<file path="config.mk">
export PLATFORM = sky130hd
export DESIGN_NAME = apb_uart_tx
export DESIGN_NICKNAME = d
export VERILOG_FILES = /design/src/rtl/apb_pkg.sv /design/src/rtl/sync_fifo.sv /design/src/rtl/apb_uart_tx.sv
export SDC_FILE = /design/constraint.sdc
export NUM_CORES = 1
export LEC_CHECK = 0
export CAP_MARGIN = 0
export CORE_MARGIN = 2
export CORE_UTILIZATION = 55
export DETAILED_ROUTE_END_ITERATION = 10
export MAX_ROUTING_LAYER = met4
export PLACE_DENSITY = 0.85
export RECOVER_POWER = 50
export SETUP_SLACK_MARGIN = 0.1
export SLEW_MARGIN = 0
export SYNTH_ARGS = -nofsm -noshare
export SYNTH_HDL_FRONTEND = slang
export SYNTH_SLANG_ARGS = --single-unit
</file>
<file path="constraint.sdc">
create_clock -name pclk -period 5.87 [get_ports pclk]
set_input_delay 1.174 -clock pclk [delete_from_list [all_inputs] [get_ports pclk]]
set_output_delay 1.174 -clock pclk [all_outputs]
set_load 0.05 [all_outputs]
</file>
<file path="src/rtl/apb_pkg.sv">
// rtl/apb_pkg.sv - shared constants and types for the APB UART transmitter
// Holds the decoder address, status bit positions and the TX FSM state type.
package apb_pkg;

  localparam logic [31:0] UART_TX_ADDR = 32'h0000_0400;

  localparam int STAT_FULL_BIT   = 8;
  localparam int STAT_EMPTY_BIT  = 9;
  localparam int STAT_BUSY_BIT   = 10;
  localparam int STAT_PARITY_BIT = 11;

  typedef enum logic [2:0] {
    IDLE   = 3'd0,
    START  = 3'd1,
    DATA   = 3'd2,
    STOP   = 3'd3,
    PARITY = 3'd4
  } tx_state_e;

endpackage

</file>
<file path="src/rtl/sync_fifo.sv">
// rtl/sync_fifo.sv - synchronous show-ahead FIFO with registered occupancy count
// Ports:
//   clk, rst_n        clock, asynchronous active-low reset
//   push, push_data   write request and data (ignored when full)
//   pop, pop_data     read request (ignored when empty); pop_data shows the head entry
//   full, empty       derived from the registered count
//   count             occupancy, 0 to DEPTH
module sync_fifo #(
  parameter int WIDTH = 8,
  parameter int DEPTH = 8
) (
  input  logic                         clk,
  input  logic                         rst_n,
  input  logic                         push,
  input  logic [WIDTH-1:0]             push_data,
  input  logic                         pop,
  output logic [WIDTH-1:0]             pop_data,
  output logic                         full,
  output logic                         empty,
  output logic [$clog2(DEPTH+1)-1:0]   count
);

  localparam int AW = $clog2(DEPTH);
  localparam int CW = $clog2(DEPTH + 1);

  logic [WIDTH-1:0] mem [DEPTH];
  logic [AW-1:0]    wr_ptr;
  logic [AW-1:0]    rd_ptr;
  logic             do_push;
  logic             do_pop;

  assign full     = (count == CW'(DEPTH));
  assign empty    = (count == '0);
  assign do_push  = push & ~full;
  assign do_pop   = pop & ~empty;
  assign pop_data = mem[rd_ptr];

  // DEPTH is a power of two, so the pointers wrap by plain overflow.
  always_ff @(posedge clk or negedge rst_n) begin
    if (!rst_n) begin
      wr_ptr <= '0;
      rd_ptr <= '0;
      count  <= '0;
    end else begin
      if (do_push) wr_ptr <= wr_ptr + 1'b1;
      if (do_pop)  rd_ptr <= rd_ptr + 1'b1;
      case ({do_push, do_pop})
        2'b10:   count <= count + 1'b1;
        2'b01:   count <= count - 1'b1;
        default: count <= count;
      endcase
    end
  end

  always_ff @(posedge clk) begin
    if (do_push) mem[wr_ptr] <= push_data;
  end

endmodule

</file>
<file path="src/rtl/apb_uart_tx.sv">
// rtl/apb_uart_tx.sv - APB completer that queues bytes and sends them 8N1 on tx
// Optional feature macro: UART_TX_PARITY_EN (adds an even-parity bit before STOP).
// Ports:
//   pclk, presetn       clock, asynchronous active-low reset
//   psel, penable       APB select / ACCESS phase
//   pwrite, paddr       direction, address (already decoded upstream)
//   pdata, pstb         write data (byte in [7:0]) and byte strobes
//   prdata              status word on reads, zero otherwise
//   pready, perr        wait-state while FIFO full, error on write without pstb[0]
//   tx                  serial line, idle high, registered
module apb_uart_tx
  import apb_pkg::*;
#(
  parameter int ADDR_WIDTH = 32,
  parameter int DATA_WIDTH = 32,
  parameter int CLK_DIV    = 434,
  parameter int FIFO_DEPTH = 8
) (
  input  logic                  pclk,
  input  logic                  presetn,
  input  logic                  psel,
  input  logic                  penable,
  input  logic                  pwrite,
  input  logic [ADDR_WIDTH-1:0] paddr,
  input  logic [DATA_WIDTH-1:0] pdata,
  input  logic [3:0]            pstb,
  output logic [DATA_WIDTH-1:0] prdata,
  output logic                  pready,
  output logic                  perr,
  output logic                  tx
);

  localparam int          CW          = $clog2(FIFO_DEPTH + 1);
  localparam logic [15:0] BAUD_RELOAD = 16'(CLK_DIV - 1);

  tx_state_e         state;
  logic [15:0]       baud_cnt;
  logic [2:0]        bit_idx;
  logic [7:0]        shift;
  logic              access;
  logic              wr_req;
  logic              push;
  logic              pop;
  logic              bit_end;
  logic              fifo_full;
  logic              fifo_empty;
  logic [7:0]        fifo_rdata;
  logic [CW-1:0]     fifo_count;
  logic [DATA_WIDTH-1:0] status;
`ifdef UART_TX_PARITY_EN
  logic              parity_bit;
`endif

  sync_fifo #(
    .WIDTH (8),
    .DEPTH (FIFO_DEPTH)
  ) u_fifo (
    .clk       (pclk),
    .rst_n     (presetn),
    .push      (push),
    .push_data (pdata[7:0]),
    .pop       (pop),
    .pop_data  (fifo_rdata),
    .full      (fifo_full),
    .empty     (fifo_empty),
    .count     (fifo_count)
  );

  assign access  = psel & penable;
  assign wr_req  = access & pwrite & pstb[0];
  assign push    = wr_req & ~fifo_full;
  assign pready  = ~(wr_req & fifo_full);
  assign perr    = access & pwrite & ~pstb[0];
  assign bit_end = (baud_cnt == '0);

  // A new frame starts either from IDLE or straight out of the stop bit,
  // which is what keeps queued frames back-to-back.
  assign pop = ~fifo_empty & ((state == IDLE) | ((state == STOP) & bit_end));

  always_comb begin
    status                 = '0;
    status[STAT_FULL_BIT]  = fifo_full;
    status[STAT_EMPTY_BIT] = fifo_empty;
    status[STAT_BUSY_BIT]  = (state != IDLE) | ~fifo_empty;
`ifdef UART_TX_PARITY_EN
    status[STAT_PARITY_BIT] = 1'b1;
`endif
  end

  assign prdata = (access & ~pwrite) ? status : '0;

  always_ff @(posedge pclk or negedge presetn) begin
    if (!presetn) begin
      state    <= IDLE;
      baud_cnt <= '0;
      bit_idx  <= '0;
      shift    <= '0;
      tx       <= 1'b1;
`ifdef UART_TX_PARITY_EN
      parity_bit <= 1'b0;
`endif
    end else begin
      case (state)
        IDLE: begin
          tx <= 1'b1;
          if (pop) begin
            shift    <= fifo_rdata;
            baud_cnt <= BAUD_RELOAD;
            tx       <= 1'b0;
            state    <= START;
`ifdef UART_TX_PARITY_EN
            parity_bit <= ^fifo_rdata;
`endif
          end
        end
        START: begin
          if (bit_end) begin
            baud_cnt <= BAUD_RELOAD;
            bit_idx  <= '0;
            tx       <= shift[0];
            state    <= DATA;
          end else begin
            baud_cnt <= baud_cnt - 16'd1;
          end
        end
        DATA: begin
          if (bit_end) begin
            baud_cnt <= BAUD_RELOAD;
            if (bit_idx == 3'd7) begin
`ifdef UART_TX_PARITY_EN
              tx    <= parity_bit;
              state <= PARITY;
`else
              tx    <= 1'b1;
              state <= STOP;
`endif
            end else begin
              // Drive the next bit directly from the pre-shift value.
              shift   <= shift >> 1;
              tx      <= shift[1];
              bit_idx <= bit_idx + 3'd1;
            end
          end else begin
            baud_cnt <= baud_cnt - 16'd1;
          end
        end
`ifdef UART_TX_PARITY_EN
        PARITY: begin
          if (bit_end) begin
            baud_cnt <= BAUD_RELOAD;
            tx       <= 1'b1;
            state    <= STOP;
          end else begin
            baud_cnt <= baud_cnt - 16'd1;
          end
        end
`endif
        STOP: begin
          if (bit_end) begin
            if (pop) begin
              shift    <= fifo_rdata;
              baud_cnt <= BAUD_RELOAD;
              tx       <= 1'b0;
              state    <= START;
`ifdef UART_TX_PARITY_EN
              parity_bit <= ^fifo_rdata;
`endif
            end else begin
              state <= IDLE;
            end
          end else begin
            baud_cnt <= baud_cnt - 16'd1;
          end
        end
        default: begin
          tx    <= 1'b1;
          state <= IDLE;
        end
      endcase
    end
  end

  logic unused_ok;
  assign unused_ok = ^{paddr, pdata[DATA_WIDTH-1:8], pstb[3:1], fifo_count};

endmodule
</file>
# Word-level counts from Yosys, hierarchy flattened
# Memories as Yosys holds them, arrays and structs flattened.
# Index checks and enable logic that the tools add are counted.
# totals
word_cells	91
memories	1
ram_bits	64
ff_bits	41
input_bits	73
# op_classes
n_eq_ne	14
bitwise	18
mux	31
addsub	6
reduce_logical	13
# mem_list
memory	depth	width	read_ports	rd_clocked_by_memory_dff	write_ports	line	rtl
u_fifo.mem	8	8	1	0	1	sync_fifo.sv:26	logic [WIDTH-1:0] mem [DEPTH];
# op_table
cell	n
$mux 16	3
$pmux 16 s3	1
$mux 8	4
$mux 3	8
$pmux 8 s3	1
$logic_not 16->1	1
$sub 16x1->16 const B	1
$pmux 3 s4	1
$reduce_and 4->1	3
$and 1x1->1	11
$mux 11	1
$ne 2x2->1 const B	5
$add 3x1->3 const B	3
$mux 1	9
$reduce_bool 3->1	3
$pmux 4 s2	1
$eq 3x2->1 const B	2
$pmux 3 s2	1
$not 1->1	5
$reduce_and 5->1	1
$add 4x1->4 const B	1
$eq 4x4->1 const B	1
$logic_not 4->1	1
$ne 2x1->1 const B	2
other kinds (10)	12

# Logic depth before layout (Yosys ltp)
# Gate-level depths: netlist of the first run.
# logic_depth
ltp_word	7
mapped_depth	13
depth_no_buf	13

# Modules after synthesis
# Synthesis of the first run repeated with hierarchy kept, for this count alone.
# hier_totals
hier_cells	393
hier_area_um2	5286.3
# by_module_without_submodules
module	area_per_inst_um2	cells_per_inst	n_inst
sync_fifo	3134.3	160	1
apb_uart_tx	2152.1	233	1

# Worst setup path after synthesis of the first run
# No wires, ideal clock.
# synth_timing
path_kind	register to register
start	register baud_cnt[0]
end	register u_fifo.count[3]
arrival_ps	3310
path_buffers	0
setup_time_ps	125
path_slack_ps	2435
period_less_slack_ps	3435
stages_incl_launch_ff	14
path_cell_list	dfrtp_1 -> inv_1 -> ha_1 -> or4b_1 -> nor4b_1 -> a31oi_1 -> nor2_1 -> ha_1 -> ha_1 -> a21o_1 -> a21oi_1 -> xnor2_1 -> nor2_1 -> xor2_1
# synth_between
elab_chain_cells	7
word_cells_on_any_way	9
cone_classes	eq/ne (2); mux (1); bitwise (4); reduce/logical (2)
# synth_lines
element	line	rtl
start: declaration	apb_uart_tx.sv:37	logic [15:0] baud_cnt;
start signal: assignment	apb_uart_tx.sv:123	baud_cnt <= baud_cnt - 16'd1;
start signal: assignment	apb_uart_tx.sv:144	baud_cnt <= baud_cnt - 16'd1;
start signal: assignment	apb_uart_tx.sv:172	baud_cnt <= baud_cnt - 16'd1;
$logic_not 16->1 (*)	apb_uart_tx.sv:74	assign bit_end = (baud_cnt == '0);
$and 1x1->1 (*)	apb_uart_tx.sv:78	assign pop = ~fifo_empty & ((state == IDLE) | ((state == STOP) & bit_end));
$or 1x1->1 (*)	apb_uart_tx.sv:78	
$and 1x1->1 (*)	apb_uart_tx.sv:78	
$and 1x1->1 (*)	sync_fifo.sv:35	assign do_pop = pop & ~empty;
$eq 2x1->1 or $eq 2x2->1 (tied branches)	sync_fifo.sv:47	case ({do_push, do_pop})
$pmux 4 s2 or $reduce_bool 2->1 (tied branches)	n/a	
end signal: assignment	sync_fifo.sv:48	2'b10: count <= count + 1'b1;
end signal: assignment	sync_fifo.sv:49	2'b01: count <= count - 1'b1;
end signal: assignment	sync_fifo.sv:50	default: count <= count;
end: declaration	sync_fifo.sv:20	output logic [$clog2(DEPTH+1)-1:0] count
# Mark *: on every way between the ends. The rest lies on a longest branch, timed or not.
# A chain may end at the register's enable or synchronous reset.

# Worst setup path after layout of the first run
# Ends and elaborated chain as after synthesis.

==> results of run 1 <==
kinds of logic after synthesis:
| logic type | after synthesis |
|---|---|
| xor+xnor | 9 |
| fa+ha+maj | 15 |
| buf+inv | 61 |
| mux | 37 |
| flops | 104 |
| other cells | 1 |
| simple gates | 103 |
| compound gates | 71 |
state kept, by name, indices dropped and copies added, names as in the netlist:
register       cells
bit_idx            3
u_fifo.wr_ptr      3
state              2
tx                 1
u_fifo.mem        64
baud_cnt          16
u_fifo.rd_ptr      3
shift              8
u_fifo.count       4
final timing paths:
check                                              start                          end  depth (start not counted)
worst max-delay path             baud_cnt[0]$_DFFE_PN0P_  u_fifo.count[3]$_DFFE_PN0P_                         13
worst min-delay path            baud_cnt[15]$_DFFE_PN0P_     baud_cnt[15]$_DFFE_PN0P_                          1
worst max register to register   baud_cnt[0]$_DFFE_PN0P_  u_fifo.count[3]$_DFFE_PN0P_                         13
worst min register to register  baud_cnt[15]$_DFFE_PN0P_     baud_cnt[15]$_DFFE_PN0P_                          1
max in group asynchronous                        presetn         shift[7]$_DFFE_PN0P_                          1
min in group asynchronous                        presetn     baud_cnt[10]$_DFFE_PN0P_                          1
area by class of cell:
type	count	area share
Tap cell	111	0.0253
Inverter	18	0.0123
Timing Repair Buffer	25	0.0417
Sequential cell	104	0.532
Multi-Input combinational cell	264	0.350
Clock inverter	7	0.0162
Clock buffer	9	0.0225
layer usage:
metal,vias up,track usage,share of wire
met5,-,-,0
met4,0,0.0632,0.015
met3,13,0.0411,0.051
met2,107,0.353,0.52
met1,1616,0.261,0.41
li1,1476,-,-
worst max-delay path: cells and delay by family (launching register included):
kind                       cells  cell delay, ns
and+or+nand+nor                4            1.87
adders and majority gates      3            0.73
AOI/OAI and AO/OA              3            0.60
DFF                            1            0.44
xor gates and xnor gates       2            0.30
buffers and inverters          1            0.10
cell usage in the layout, fill, tap and decap left out, types with 6 or more instances in the layout:
cell type,instances
buf_4,6
clkbuf_8,9
mux4_2,16
dfrtp_1,39
nor4_1,8
inv_1,17
o21ai_0,22
nor3_1,11
mux2i_1,10
a31oi_1,10
clkdlybuf4s50_1,9
mux2_2,11
ha_1,14
a21oi_1,14
nand2_1,26
nor2_1,28
conb_1,29
dlygate4sd3_1,9
edfxtp_1,64
power by group:
group	internal (mW)	switching (mW)
clock	0.176	0.293
combinational	0.0513	0.114
sequential	0.809	0.0416
==> flow_summary.yaml, run 1 <==
critical_path:
  worstSetupPathType: "reg2reg"
  crit_top_cell: "ha_1"
  worst-path-max-fanout: 6
  endpoint_kind: "flip-flop"
  crit_chain: "inv_1 > ha_1 > or4b_1 > nor4b_1 > a31oi_1 > nor2_1 > ha_1 > ha_1 > a21o_1 > a21oi_1 > xnor2_1 > nor2_1 > xor2_1"
  cp_slowest_cell: "nor4b_1"
  startpoint_type: "flip-flop"
  arrival_ns: 4.44
  r2r_slack_ns: 1.70
  required_ns: 6.14
  crit_path_max_incr_delay_ns: 0.90
timing:
  period_minus_slack_ns: 4.17
  hold_viol_final: 0
  whs_ns: 0.510
  drv_slew: 41
  final.setup_skew_ns: 0.0160
  fmax_mhz: 240
  fin_ws_ns: 1.70
  setup_viol: 0
  grt_setup_unrepaired: "false"
  fin_crit_sh: 0.710
  setup_tns_ns: 0
  worstMarginPinSlew_ns: 2.16
  slew_headroom: -0.437
yosys:
  ys_ff_latch: 104
  synthAdderAreaFrac: 0.0384
  synthSimpleGateAreaFrac: 0.100
  synthCells: 401
  synth_top_family_by_area: "multiplexers"
  muxShareOfSynthArea: 0.115
  yosys-top-cells-area: "edfxtp_1 (38%), dfrtp_1 (19%), mux4_2 (7.1%)"
  ys.flop_type: "edfxtp_1"
  synthArstFlopShare: 0.385
  syn_avg_cell_area_um2: 12.7
  ys_top_cells_by_count: "edfxtp_1 (64), dfrtp_1 (39), buf_4 (29)"
  synth_edf_count: 64
  yosysMostFrequentCell: "edfxtp_1"
  yosysTopAreaCell: "edfxtp_1"
  synth_compound_area_frac: 0.0879
  synth_area_um2: 5080
  synth_cell_types: 53
  yosysTopAreaCellShare: 0.378
  synth_xor_area_frac: 0.0155
  ys.warnings.count: 0
  synth.yosys.seq_area_share: 0.575
route:
  drc: 0
  drt-total-wl_um: 9570
  first_iter_violations: 124
  wl_per_cell_um: 17.8
  dr.pass1.iters: 4
  antenna_left: 0
  vias: 3212
  viasPerCell: 5.97
clocking:
  clk_pin_slew_worst_paths_ns: 0.11
  cts_tree: "done"
  postCtsSetupRepairBufs: 0
  cts_buffers: 9
  hold_buffers: 0
  cts_buffer_depth: 2
  cts_sinks: 104
  post_cts_resized: 0
  clk_latency_ns: 0.38
  cts_root_buf: "clkbuf_8"
  ctsHtreeMaxLevel: 3
global_route:
  grt_pass1_vias: 3176
  grt_use_total: 0.210
  grt_max_degree: 41
  gr-total-overflow: 0
  grt_pass1_wl_um: 15700
  antenna_found_initial: 0
cells_and_area:
  drive_gt1_frac: 0.122
  stdcell_area_um2: 5490
  stdcell_count: 538
  fin_nets: 510
  multiInputGateArea_um2: 1920
  nFillCells: 685
  antenna_cells: 0
  area_growth_pct: 8.13
  postLayoutCoreUtil: 0.603
  ff_latch_area_um2: 2920
power_and_ir_drop:
  cellPowerDensity_nw_per_um2: 270
  leakage_nw: 2.10
  vdd_drop_max_mv: 0.261
  power.total_mw: 1.48
outcome:
  outcome: "finished with violations"
  violations: "max-capacitance violations, max-slew violations"
placement:
  io_buffers: 19
  place_congestion: 0.899
  pre_cts_slack_ns: 1.82
  dp.cells: 522
  dp_hpwl_um: 6390
  placed_area_um2: 5280
die:
  initial_core_util: 0.558
  dieArea_um2: 10000
  die_h_um: 100
  row_count: 35
  chipWidth_um: 100
  coreArea_um2: 9110
  io_pins: 108
job:
  maxCapViolations: 1
worst_hold_path:
  hold_class: "reg2reg"
No activity file was read; power rests on OpenSTA's default activity.
==> run 2: changes to the inputs <==
Settings changed: CORE_UTILIZATION 55 to 46, PLACE_DENSITY 0.85 to 0.76.
Clock period 5.87 ns to 3.8 ns, I/O delays scaled along.
==> run 2 against run 1 <==
The flow still finishes with violations (max-capacitance violations, max-slew violations). Clock skew is 0.0015 ns lower. First-iteration DRC count increased by 29%. Sequential share of layout area fell by 1.1 points. Count of clock-buffer cells in the layout unchanged. Fmax is 25% higher. Sequential cell count unchanged. Critical path depth increased by 1. Global-route usage decreased by 4.0 points. Via count is 0.68% lower. Combinational power is 56% higher. Clock power grew 54%. Highest routed layer unchanged.
==> flow_summary.yaml, run 2 (synthesis gave the netlist of run 1 again) <==
cells_and_area:
  layout_common_cells: "edfxtp_1 (64), dfrtp_1 (39), conb_1 (29), nor2_1 (28), nand2_1 (26)"
  stdcell_count: 575
  top_regs: "u_fifo.mem x64, baud_cnt x16, shift x8"
  fin_nets: 518
  largest_register_ffs: 64
  nFillCells: 875
  antenna_cells: 0
  max_flop_register: "u_fifo.mem"
  area_growth_pct: 10.4
  drive_gt1_frac: 0.140
  layout_commonest_cell: "edfxtp_1"
  stdcell_area_um2: 5610
die:
  dieArea_um2: 11900
  io_pins: 108
  row_count: 38
  chipWidth_um: 109
  initial_core_util: 0.471
  die_h_um: 109
  coreArea_um2: 10800
placement:
  dp_hpwl_um: 6160
  dp.cells: 559
  placed_area_um2: 5380
  place_congestion: 0.867
  io_buffers: 19
critical_path:
  arrival_ns: 3.59
  crit_start: "baud_cnt[0]$_DFFE_PN0P_"
  worstSetupPathType: "reg2reg"
  timing.rr.end: "u_fifo.count[3]$_DFFE_PN0P_"
  crit_path_end: "u_fifo.count[3]$_DFFE_PN0P_"
  worst-path-max-fanout: 6
  reg2reg_depth: 14
  worstReg2RegStart: "baud_cnt[0]$_DFFE_PN0P_"
  r2r_slack_ns: 0.47
  endpoint_kind: "flip-flop"
  startpoint_type: "flip-flop"
  required_ns: 4.06
power_and_ir_drop:
  leakage_nw: 2.15
  cellPowerDensity_nw_per_um2: 408
  power.total_mw: 2.29
  vdd_drop_max_mv: 0.261
clocking:
  ctsHtreeMaxLevel: 3
  cts_buffer_depth: 2
  clk_pin_slew_worst_paths_ns: 0.11
  clk_latency_ns: 0.37
  cts_sinks: 104
  cts_root_buf: "clkbuf_8"
  cts_buffers: 9
  hold_buffers: 0
  post_cts_resized: 0
  cts_tree: "done"
  postCtsSetupRepairBufs: 0
route:
  first_iter_violations: 160
  viasPerCell: 5.55
  drc: 0
  wl_per_cell_um: 16.0
  antenna_left: 0
  dr.pass1.iters: 4
  vias: 3190
  drt-total-wl_um: 9180
job:
  maxCapViolations: 1
timing:
  slew_headroom: -0.472
  grt_setup_unrepaired: "false"
  fmax_mhz: 300
  worstMarginPinSlew_ns: 2.21
  hold_viol_final: 0
  final.setup_skew_ns: 0.0145
  setup_tns_ns: 0
  drv_slew: 41
  setup_viol: 0
  whs_ns: 0.498
  fin_crit_sh: 0.876
  period_minus_slack_ns: 3.33
global_route:
  grt_pass1_wl_um: 15100
  gr-total-overflow: 0
  antenna_found_initial: 0
  grt_use_total: 0.170
  grt_pass1_vias: 3009
  grt_max_degree: 41
worst_hold_path:
  hold_class: "reg2reg"
outcome:
  violations: "max-capacitance violations, max-slew violations"
  outcome: "finished with violations"
## run 2: worst min path at each step
| stage | from | end | slack (ns) | cells past startpoint |
|---|---|---|---|---|
| floorplan | baud_cnt[15]$_DFFE_PN0P_ | baud_cnt[15]$_DFFE_PN0P_ | 0.45 | 1 |
| global placement | baud_cnt[15]$_DFFE_PN0P_ | baud_cnt[15]$_DFFE_PN0P_ | 0.48 | 1 |
| detailed placement | baud_cnt[15]$_DFFE_PN0P_ | baud_cnt[15]$_DFFE_PN0P_ | 0.48 | 1 |
| CTS | baud_cnt[15]$_DFFE_PN0P_ | baud_cnt[15]$_DFFE_PN0P_ | 0.50 | 1 |
| global route | baud_cnt[15]$_DFFE_PN0P_ | baud_cnt[15]$_DFFE_PN0P_ | 0.53 | 1 |
| finish | baud_cnt[15]$_DFFE_PN0P_ | baud_cnt[15]$_DFFE_PN0P_ | 0.50 | 1 |
## run 2: area by class of cell
| class | count | area, µm² | area share |
|---|---|---|---|
| Clock buffer | 9 | 124 | 0.0221 |
| Clock inverter | 7 | 101 | 0.0181 |
| Inverter | 18 | 67.6 | 0.0120 |
| Multi-Input combinational cell | 264 | 1930 | 0.344 |
| Sequential cell | 104 | 2920 | 0.521 |
| Tap cell | 140 | 175 | 0.0312 |
| Timing Repair Buffer | 33 | 289 | 0.0515 |
## run 2: critical path: stages (launching register included)
cell and delay [ns]:
dfrtp_1 0.43, inv_1 0.11, ha_1 0.21, or4b_1 0.55, nor4b_2 0.28, buf_4 0.18
a31oi_1 0.12, nor2_1 0.18, ha_1 0.22, ha_1 0.24, a21o_1 0.17, a21oi_1 0.16
xnor2_1 0.15, nor2_1 0.07, xor2_1 0.14
## run 2: routing by layer
layer	up-vias	global-route usage	share of wire
li1	1502	-	-
met1	1606	0.214	0.45
met2	75	0.284	0.50
met3	7	0.0317	0.036
met4	0	0.0449	0.011
met5	-	-	0
## run 2: per-stage QoR
| stage | utilization | worst slack (ns) |
|---|---|---|
| floorplan | - | 0.365 |
| global placement | 0.498 | 0.506 |
| detailed placement | 0.498 | 0.472 |
| CTS | 0.519 | 0.434 |
| global route | 0.520 | 0.133 |
| finish | 0.520 | 0.470 |
## run 2: power by group
| group | total (mW) | switching, mW | internal (mW) |
|---|---|---|---|
| registers | 1.31 | 0.0598 | 1.25 |
| clock network | 0.723 | 0.446 | 0.276 |
| logic | 0.257 | 0.173 | 0.0845 |
| total | 2.29 | 0.679 | 1.61 |
